<file path="src/rtl/life_pkg.sv">
// Shared types and grid geometry for the Game-of-Life engine.
package life_pkg;

    typedef enum logic [1:0] {
        IDLE  = 2'd0,
        PAUSE = 2'd1,
        RUN   = 2'd2
    } state_t;

    localparam int unsigned GRID_N    = 8;
    localparam int unsigned GRID_BITS = GRID_N * GRID_N;

    function automatic logic [5:0] idx(input int unsigned r, input int unsigned c);
        return 6'(r * GRID_N + c);
    endfunction

endpackage

</file>
<file path="src/rtl/life_next_gen.sv">
// Combinational next-generation evaluator: neighbour count plus B3/S23 rule.
module life_next_gen
    import life_pkg::*;
#(
    parameter int WRAP = 1
) (
    input  logic [63:0] grid,
    output logic [63:0] next_grid
);

    // Offsets are biased by +1 so the loop stays unsigned; rows/cols 1..8 map to 0..7.
    function automatic logic [3:0] neighbours(input logic [63:0] g,
                                              input int unsigned r,
                                              input int unsigned c);
        logic [3:0]  n;
        int unsigned rr;
        int unsigned cc;
        n = '0;
        for (int unsigned dr = 0; dr < 3; dr++) begin
            for (int unsigned dc = 0; dc < 3; dc++) begin
                if (!(dr == 1 && dc == 1)) begin
                    rr = r + dr;
                    cc = c + dc;
                    if (WRAP != 0)
                        n = n + 4'(g[idx((rr + GRID_N - 1) % GRID_N, (cc + GRID_N - 1) % GRID_N)]);
                    else if (rr >= 1 && rr <= GRID_N && cc >= 1 && cc <= GRID_N)
                        n = n + 4'(g[idx(rr - 1, cc - 1)]);
                end
            end
        end
        return n;
    endfunction

    always_comb begin
        logic [3:0] n;
        next_grid = '0;
        n         = '0;
        for (int unsigned r = 0; r < GRID_N; r++) begin
            for (int unsigned c = 0; c < GRID_N; c++) begin
                n = neighbours(grid, r, c);
                next_grid[idx(r, c)] = (n == 4'd3) | (grid[idx(r, c)] & (n == 4'd2));
            end
        end
    end

endmodule

</file>
<file path="src/rtl/life_grid_engine.sv">
// Holds a seeded 8x8 Life grid and advances it one generation per tick while running.
module life_grid_engine
    import life_pkg::*;
#(
    parameter int GEN_W          = 16,
    parameter int WRAP           = 1,
    parameter int STOP_ON_STABLE = 1
) (
    input  logic             clk,
    input  logic             reset,
    input  logic             seed_valid,
    input  logic [63:0]      seed,
    output logic             seed_ready,
    input  logic             run,
    input  logic             step_tick,
    output logic [63:0]      grid,
    output logic [GEN_W-1:0] gen_count,
    output logic             stable,
    output logic             extinct,
    output logic             running
);

    state_t      state_q, state_d;
    logic [63:0] next_grid;
    logic        load;
    logic        do_step;
    logic        same;

    life_next_gen #(.WRAP(WRAP)) u_next_gen (
        .grid      (grid),
        .next_grid (next_grid)
    );

    assign seed_ready = (state_q != RUN);
    assign running    = (state_q == RUN);
    assign load       = seed_valid & seed_ready;
    assign do_step    = (state_q == RUN) & run & step_tick;
    assign same       = (next_grid == grid);

    always_comb begin
        state_d = state_q;
        case (state_q)
            IDLE:    if (load) state_d = PAUSE;
            PAUSE:   if (load) state_d = PAUSE;
                     else if (run) state_d = RUN;
            RUN:     if (!run) state_d = PAUSE;
                     else if (step_tick && STOP_ON_STABLE != 0 && same) state_d = PAUSE;
            default: state_d = IDLE;
        endcase
    end

    always_ff @(posedge clk) begin
        if (reset) state_q <= IDLE;
        else       state_q <= state_d;
    end

    always_ff @(posedge clk) begin
        if (reset) begin
            grid      <= '0;
            gen_count <= '0;
            stable    <= 1'b0;
            extinct   <= 1'b0;
        end else if (load) begin
            grid      <= seed;
            gen_count <= '0;
            stable    <= 1'b0;
            extinct   <= (seed == '0);
        end else if (do_step) begin
            grid      <= next_grid;
            if (gen_count != '1)
                gen_count <= gen_count + GEN_W'(1);
            stable    <= same;
            extinct   <= (next_grid == '0);
        end
    end

endmodule
</file>
<file path="config.mk">
export PLATFORM = sky130hd
export DESIGN_NAME = life_grid_engine
export DESIGN_NICKNAME = d
export VERILOG_FILES = /design/src/rtl/life_pkg.sv /design/src/rtl/life_next_gen.sv /design/src/rtl/life_grid_engine.sv
export SDC_FILE = /design/constraint.sdc
export NUM_CORES = 1
export LEC_CHECK = 0
export ABC_AREA = 0
export BUFFER_PORTS_ARGS = -buffer_cell sky130_fd_sc_hd__buf_2
export CORE_MARGIN = 1.5
export CORE_UTILIZATION = 50
export CTS_CLUSTER_DIAMETER = 120
export CTS_CLUSTER_SIZE = 12
export DETAILED_ROUTE_END_ITERATION = 7
export HOLD_SLACK_MARGIN = 0.08
export PLACE_DENSITY = 0.69
export SLEW_MARGIN = 0
export SYNTH_ARGS = -nofsm -noshare
export SYNTH_HDL_FRONTEND = slang
export SYNTH_SLANG_ARGS = --single-unit
export TNS_END_PERCENT = 5
</file>
<file path="constraint.sdc">
create_clock -name clk -period 8.4 [get_ports clk]
set_input_delay 0.84 -clock clk [delete_from_list [all_inputs] [get_ports clk]]
set_output_delay 0.84 -clock clk [all_outputs]
set_load 0.01 [all_outputs]
</file>
# Yosys cells after proc, flatten, opt, wreduce, memory -nomap -nowiden
# Index checks and enable logic that the tools add are counted.
[word_totals]
elab_cells = 739
out_inout_bits = 84
register_bits = 84
inputBits = 69
[classes]
mux = 10
add_sub_neg = 449
reduce_logical = 8
bitwise_logic = 131
eq_ne = 136
[op_table]
columns = ["op", "count"]
rows = [
  ["adder 4 x 1 -> 4 bit", 384],
  ["equality test 4 x 2 -> 1 bit, second input constant", 128],
  ["adder 1 x 1 -> 2 bit", 64],
  ["logical NOT 64 bit", 2],
  ["two-way mux 64 bit", 2],
  ["bitwise AND 1 bit", 67],
  ["equality test 64 bit", 1],
  ["bitwise OR 1 bit", 64],
  ["adder 16 x 1 -> 16 bit, second input constant", 1],
  ["!= test 16 bit, second input constant", 1],
  ["two-way mux 2 bit", 5],
  ["one-hot mux 2 bit (3 select lines)", 1],
  ["!= test 2 bit, second input constant", 2],
  ["!= test 3 x 2 -> 1 bit, second input constant", 1],
  ["!= test 3 bit, second input constant", 1],
  ["AND reduction 3 bit", 1],
  ["equality test 2 x 1 -> 1 bit, second input constant", 1],
  ["equality test 2 bit, second input constant", 1],
  ["logical NOT 2 bit", 1],
  ["two-way mux 1 bit", 2],
  ["AND reduction 2 bit", 1],
  ["nonzero test 2 bit", 1],
  ["OR reduction 2 bit", 1],
  ["logical AND 1 bit", 1],
]

# Depth between registers and ports, before layout
[logic_depth]
depth_word = 15
ltp_mapped = 16
mapped_depth_nobuf = 16

# Cells and area by module
# A second synthesis with hierarchy kept.
[hier_totals]
hier_cells = 1679
hier_area_um2 = 15073.2
[modules_own_cells]
columns = ["module", "area_each_um2", "cells_each", "seq_area_each_um2", "instances"]
rows = [
  ["life_next_gen", 10391.2, 1082, 0.0, 1],
  ["life_grid_engine", 4682.0, 597, 1681.6, 1],
]

# Least setup slack after synthesis
# Ideal clock, no wire load.
[synth_timing]
path_kind = "register -> register"
from = "reg grid[1]"
to = "reg state_q[1]"
stages_incl_launch_ff = 16
arrival_ns = 4.471
slack_ns = 3.796
setup_time_ns = 0.133
synth_period_minus_slack_ns = 4.604
required_ns = 8.267
path_buffers = 0
cell_sequence = "dfxtp_1 -> inv_1 -> fa_1 -> fa_1 -> fa_1 -> inv_1 -> ha_1 -> fa_1 -> nand2_1 -> nor4_1 -> or4_1 -> a2111oi_2 -> nand4_1 -> nor4_1 -> nor4b_4 -> a211oi_1"
[synth_between]
elab_chain_len = 14
elab_cells_between_ends = 73
cone_classes = "add/sub: 35; eq/ne: 18; bitwise: 18; reduce/logical: 2"
[synth_rtl]
columns = ["element", "line", "text"]
rows = [
  ["start, declared", "life_grid_engine.sv:16", "output logic [63:0] grid,"],
  ["start signal, assigned", "life_grid_engine.sv:69", "grid <= next_grid;"],
  ["adder 1 x 1 -> 2 bit", "life_next_gen.sv:25", "n = n + 4'(g[idx((rr + GRID_N - 1) % GRID_N, (cc + GRID_N - 1) % GRID_N)]);"],
  ["adder 4 x 1 -> 4 bit (6 in a row)", "life_next_gen.sv:25", ""],
  ["equality test 4 x 2 -> 1 bit", "life_next_gen.sv:41", "next_grid[idx(r, c)] = (n == 4'd3) | (grid[idx(r, c)] & (n == 4'd2));"],
  ["bitwise AND 1 bit", "life_next_gen.sv:41", ""],
  ["bitwise OR 1 bit", "life_next_gen.sv:41", ""],
  ["equality test 64 bit (*)", "life_grid_engine.sv:38", "assign same = (next_grid == grid);"],
  ["logical AND 1 bit (*)", "life_grid_engine.sv:47", "else if (step_tick && STOP_ON_STABLE != 0 && same) state_d = PAUSE;"],
  ["!= test 3 x 2 -> 1 bit (no source line) (*)", "--", ""],
  ["AND reduction 3 bit (no source line) (*)", "--", ""],
  ["end signal, assigned", "life_grid_engine.sv:54", "else state_q <= state_d;"],
  ["end, declared", "life_grid_engine.sv:23", "state_t state_q, state_d;"],
]
# Every way passes the cells marked *; elsewhere a longest branch is shown, timed or not.
# A chain may end at the register's enable or synchronous reset.

# Worst setup path after layout
[layout_timing]
from = "reg grid[49]"
to = "reg stable"
[layout_between]
elab_chain_len = 11
elab_cells_between_ends = 70
cone_classes = "add/sub: 35; eq/ne: 17; bitwise: 18"
[layout_rtl]
columns = ["element", "line", "text"]
rows = [
  ["adder 1 x 1 -> 2 bit", "life_next_gen.sv:25", ""],
  ["adder 4 x 1 -> 4 bit (6 in a row)", "life_next_gen.sv:25", ""],
  ["equality test 4 x 2 -> 1 bit", "life_next_gen.sv:41", ""],
  ["bitwise AND 1 bit", "life_next_gen.sv:41", ""],
  ["bitwise OR 1 bit", "life_next_gen.sv:41", ""],
  ["equality test 64 bit (*)", "life_grid_engine.sv:38", ""],
  ["end signal, assigned", "life_grid_engine.sv:72", "stable <= same;"],
  ["end, declared", "life_grid_engine.sv:18", "output logic stable,"],
]
# Marks and branches as above.

==> reports/metrics.yaml <==
grt_util_all_layers: 0.406
synth-seq-cells: 84
syn_nets: 2453
synth-compound-area-share: 0.145
ctsResizeCount: 0
synth_top_family_by_area: "adder cells"
clock_sinks: 84
drt_iter0_markers: 1671
antenna_left: 0
ys_warn_count: 0
vias: 15748
final.setup.tns_ns: 0
nets: 2610
setup_viol: 0
routed.top_layer: "met4"
drcViolationCount: 0
die_w_um: 185
gp_congestion: 1.06
cts_buffer_depth: 2
async_reset_ff_frac: 0
worstRegToRegCells: 15
whs_path_depth: 1
synthAdderAreaFrac: 0.452
wl_met1_mm: 26.9
drt-pass1-iter-count: 6
dp_hpwl_mm: 55.5
diodes: 0
num-fill-cells: 3035
ys_types: 83
rows: 66
post-route-cell-area_um2: 18300
start_util: 0.510
synth_edf_count: 0
post_drt_wl_per_cell_um: 26.5
area_delta_synth_final_pct: 10.2
slew_headroom: 0.0329
drv_cap: 0
ys_seq_area_frac: 0.101
synth_area_leader_cell: "fa_1"
synthXorXnorAreaFrac: 0.0111
fin_crit_sh: 0.709
hp-start: "stable"
synth_top_area_share: 0.307
hold_path.class: "flop to flop"
routed-wl-met2_mm: 29.2
synth_area_per_cell_um2: 8.59
tightest_slew_ns: 1.41
htree_levels: 3
ir_drop_uv: 114
synth_flop_cell: "dfxtp_1"
worstReg2RegEnd: "stable"
die_h_um: 185
fmax_ghz: 0.168
avgViaCountPerCell: 6.20
hold_buffers: 0
gr-total-overflow: 0
drive_gt1_frac: 0.108
finalHoldViolations: 0
io_pins: 153
grt_pass1_vias: 15248
rrSetupSlack_ns: 2.45
crit_path_start_kind: "flop"
clk_pin_slew_ns: 0.07
grt_start_max_net_pins: 57
layout_common_cells: "inv_1, fa_1, ha_1"
antenna_found_initial: 0
cts_setup_buffers: 0
synth.area.top_cells: "fa_1, ha_1, dfxtp_1"
netlist_area_um2: 16600
layout_commonest_cell: "inv_1"
placed_cell_area_um2: 18000
required_ns: 8.74
p_leak_uw: 0.00902
synth_cells: 1936
numCtsBuffers: 9
clock_latency_ns: 0.40
reg2reg_from: "grid[49]"
hold_end: "stable"
crit_fanout: 9
drt_wl_total_mm: 67.3
cts_tree: "built"
met3_length_mm: 6.88
root_buffer: "clkbuf_16"
drv_slew: 0
end_kind: "flop"
worstSetupPathType: "flop to flop"
min_period_ns: 5.95
grt_pass1_wl_mm: 98.5
power_density_nw_per_um2: 146
finalClockSkew_ns: 0.0154
status: "completed"
synth_simple_gate_area_frac: 0.167
die_area_um2: 34400
rsz0062_at_grt: "no"
io_buffers: 152
core_area_um2: 32600
cp.arrival_ns: 6.29
synth_mux_area_frac: 0.0164
-- sequential cells by signal, indices dropped and copies added, names as in the netlist --
name	cells
extinct	1
gen_count	16
grid	64
stable	1
state_q	2
-- per-layer routing --
layer / up-vias / GRT usage
li1: 6864 / -
met1: 7772 / 0.533
met2: 917 / 0.620
met3: 195 / 0.0836
met4: 0 / 0.233
met5: - / 0
-- cell usage after synthesis, drive strengths merged (19+ instances only) --
master    n
nor2    139
clkbuf   31
a21oi    96
nand2   127
nor3     35
ha      193
nor4     44
a22oi    59
fa      255
nand4    25
o21ai    47
inv     446
nor3b    22
dfxtp    84
a211oi   22
nor4b    19
nor2b    22
mux2i    19
-- per-stage QoR --
step | util | setup slack (ns) | power, µW | std cells | hold slack [ns]
after detailed placement | 0.553 | 2.65 | 2180 | 2524 | 0.473
after CTS | 0.562 | 2.58 | 2640 | 2540 | 0.500
after global routing | 0.562 | 2.30 | 2850 | 2540 | 0.530
after global placement | 0.553 | 2.62 | 2140 | 2524 | 0.460
after floorplan | - | 3.80 | 1570 | 1936 | 0.508
final | 0.562 | 2.45 | 2680 | 2540 | 0.491
-- worst max path at each step --
stage / from / endpoint
2_1_floorplan: grid[1] / state_q[1]
3_3_place_gp: grid[49] / state_q[1]
3_5_place_dp: grid[4] / state_q[1]
6_report: grid[49] / stable
5_1_grt: grid[4] / stable
4_1_cts: grid[4] / stable
-- critical path, cell delays in order, from the launching register on --
cell and delay [ns]:
dfxtp_1 0.60, inv_1 0.50, fa_1 0.66, fa_1 0.43
fa_1 0.50, inv_1 0.05, ha_1 0.21, fa_1 0.54
nand2_1 0.13, nor4_1 0.07, or4_1 0.55, a2111oi_2 0.40
nand4_1 0.24, nor4_1 0.36, nor4b_4 0.43, a22o_1 0.21
-- power breakdown --
part / internal (µW) / total [µW] / switching (µW)
Combinational: 652 / 1760 / 1100
Sequential: 417 / 474 / 57.3
Clock: 212 / 449 / 237
-- final cells by class --
cell class / count / area, µm² / share of cell area
multi-input cells: 1374 / 13200 / 0.718
flip-flops and latches: 84 / 1680 / 0.0917
inverters: 446 / 1670 / 0.0913
repair buffers: 178 / 956 / 0.0521
well taps: 442 / 553 / 0.0302
clock buffers: 9 / 225 / 0.0123
clock inverters: 7 / 78.8 / 0.00430
-- cells by family after synthesis --
group | Yosys count
AO/OA/AOI/OAI | 352
XOR/XNOR | 21
adder cells (fa/ha/maj) | 448
buffers and inverters | 478
flip-flops | 84
multiplexers | 26
AND/OR/NAND/NOR | 527
Note: power is estimated with default switching activity, not from simulation.
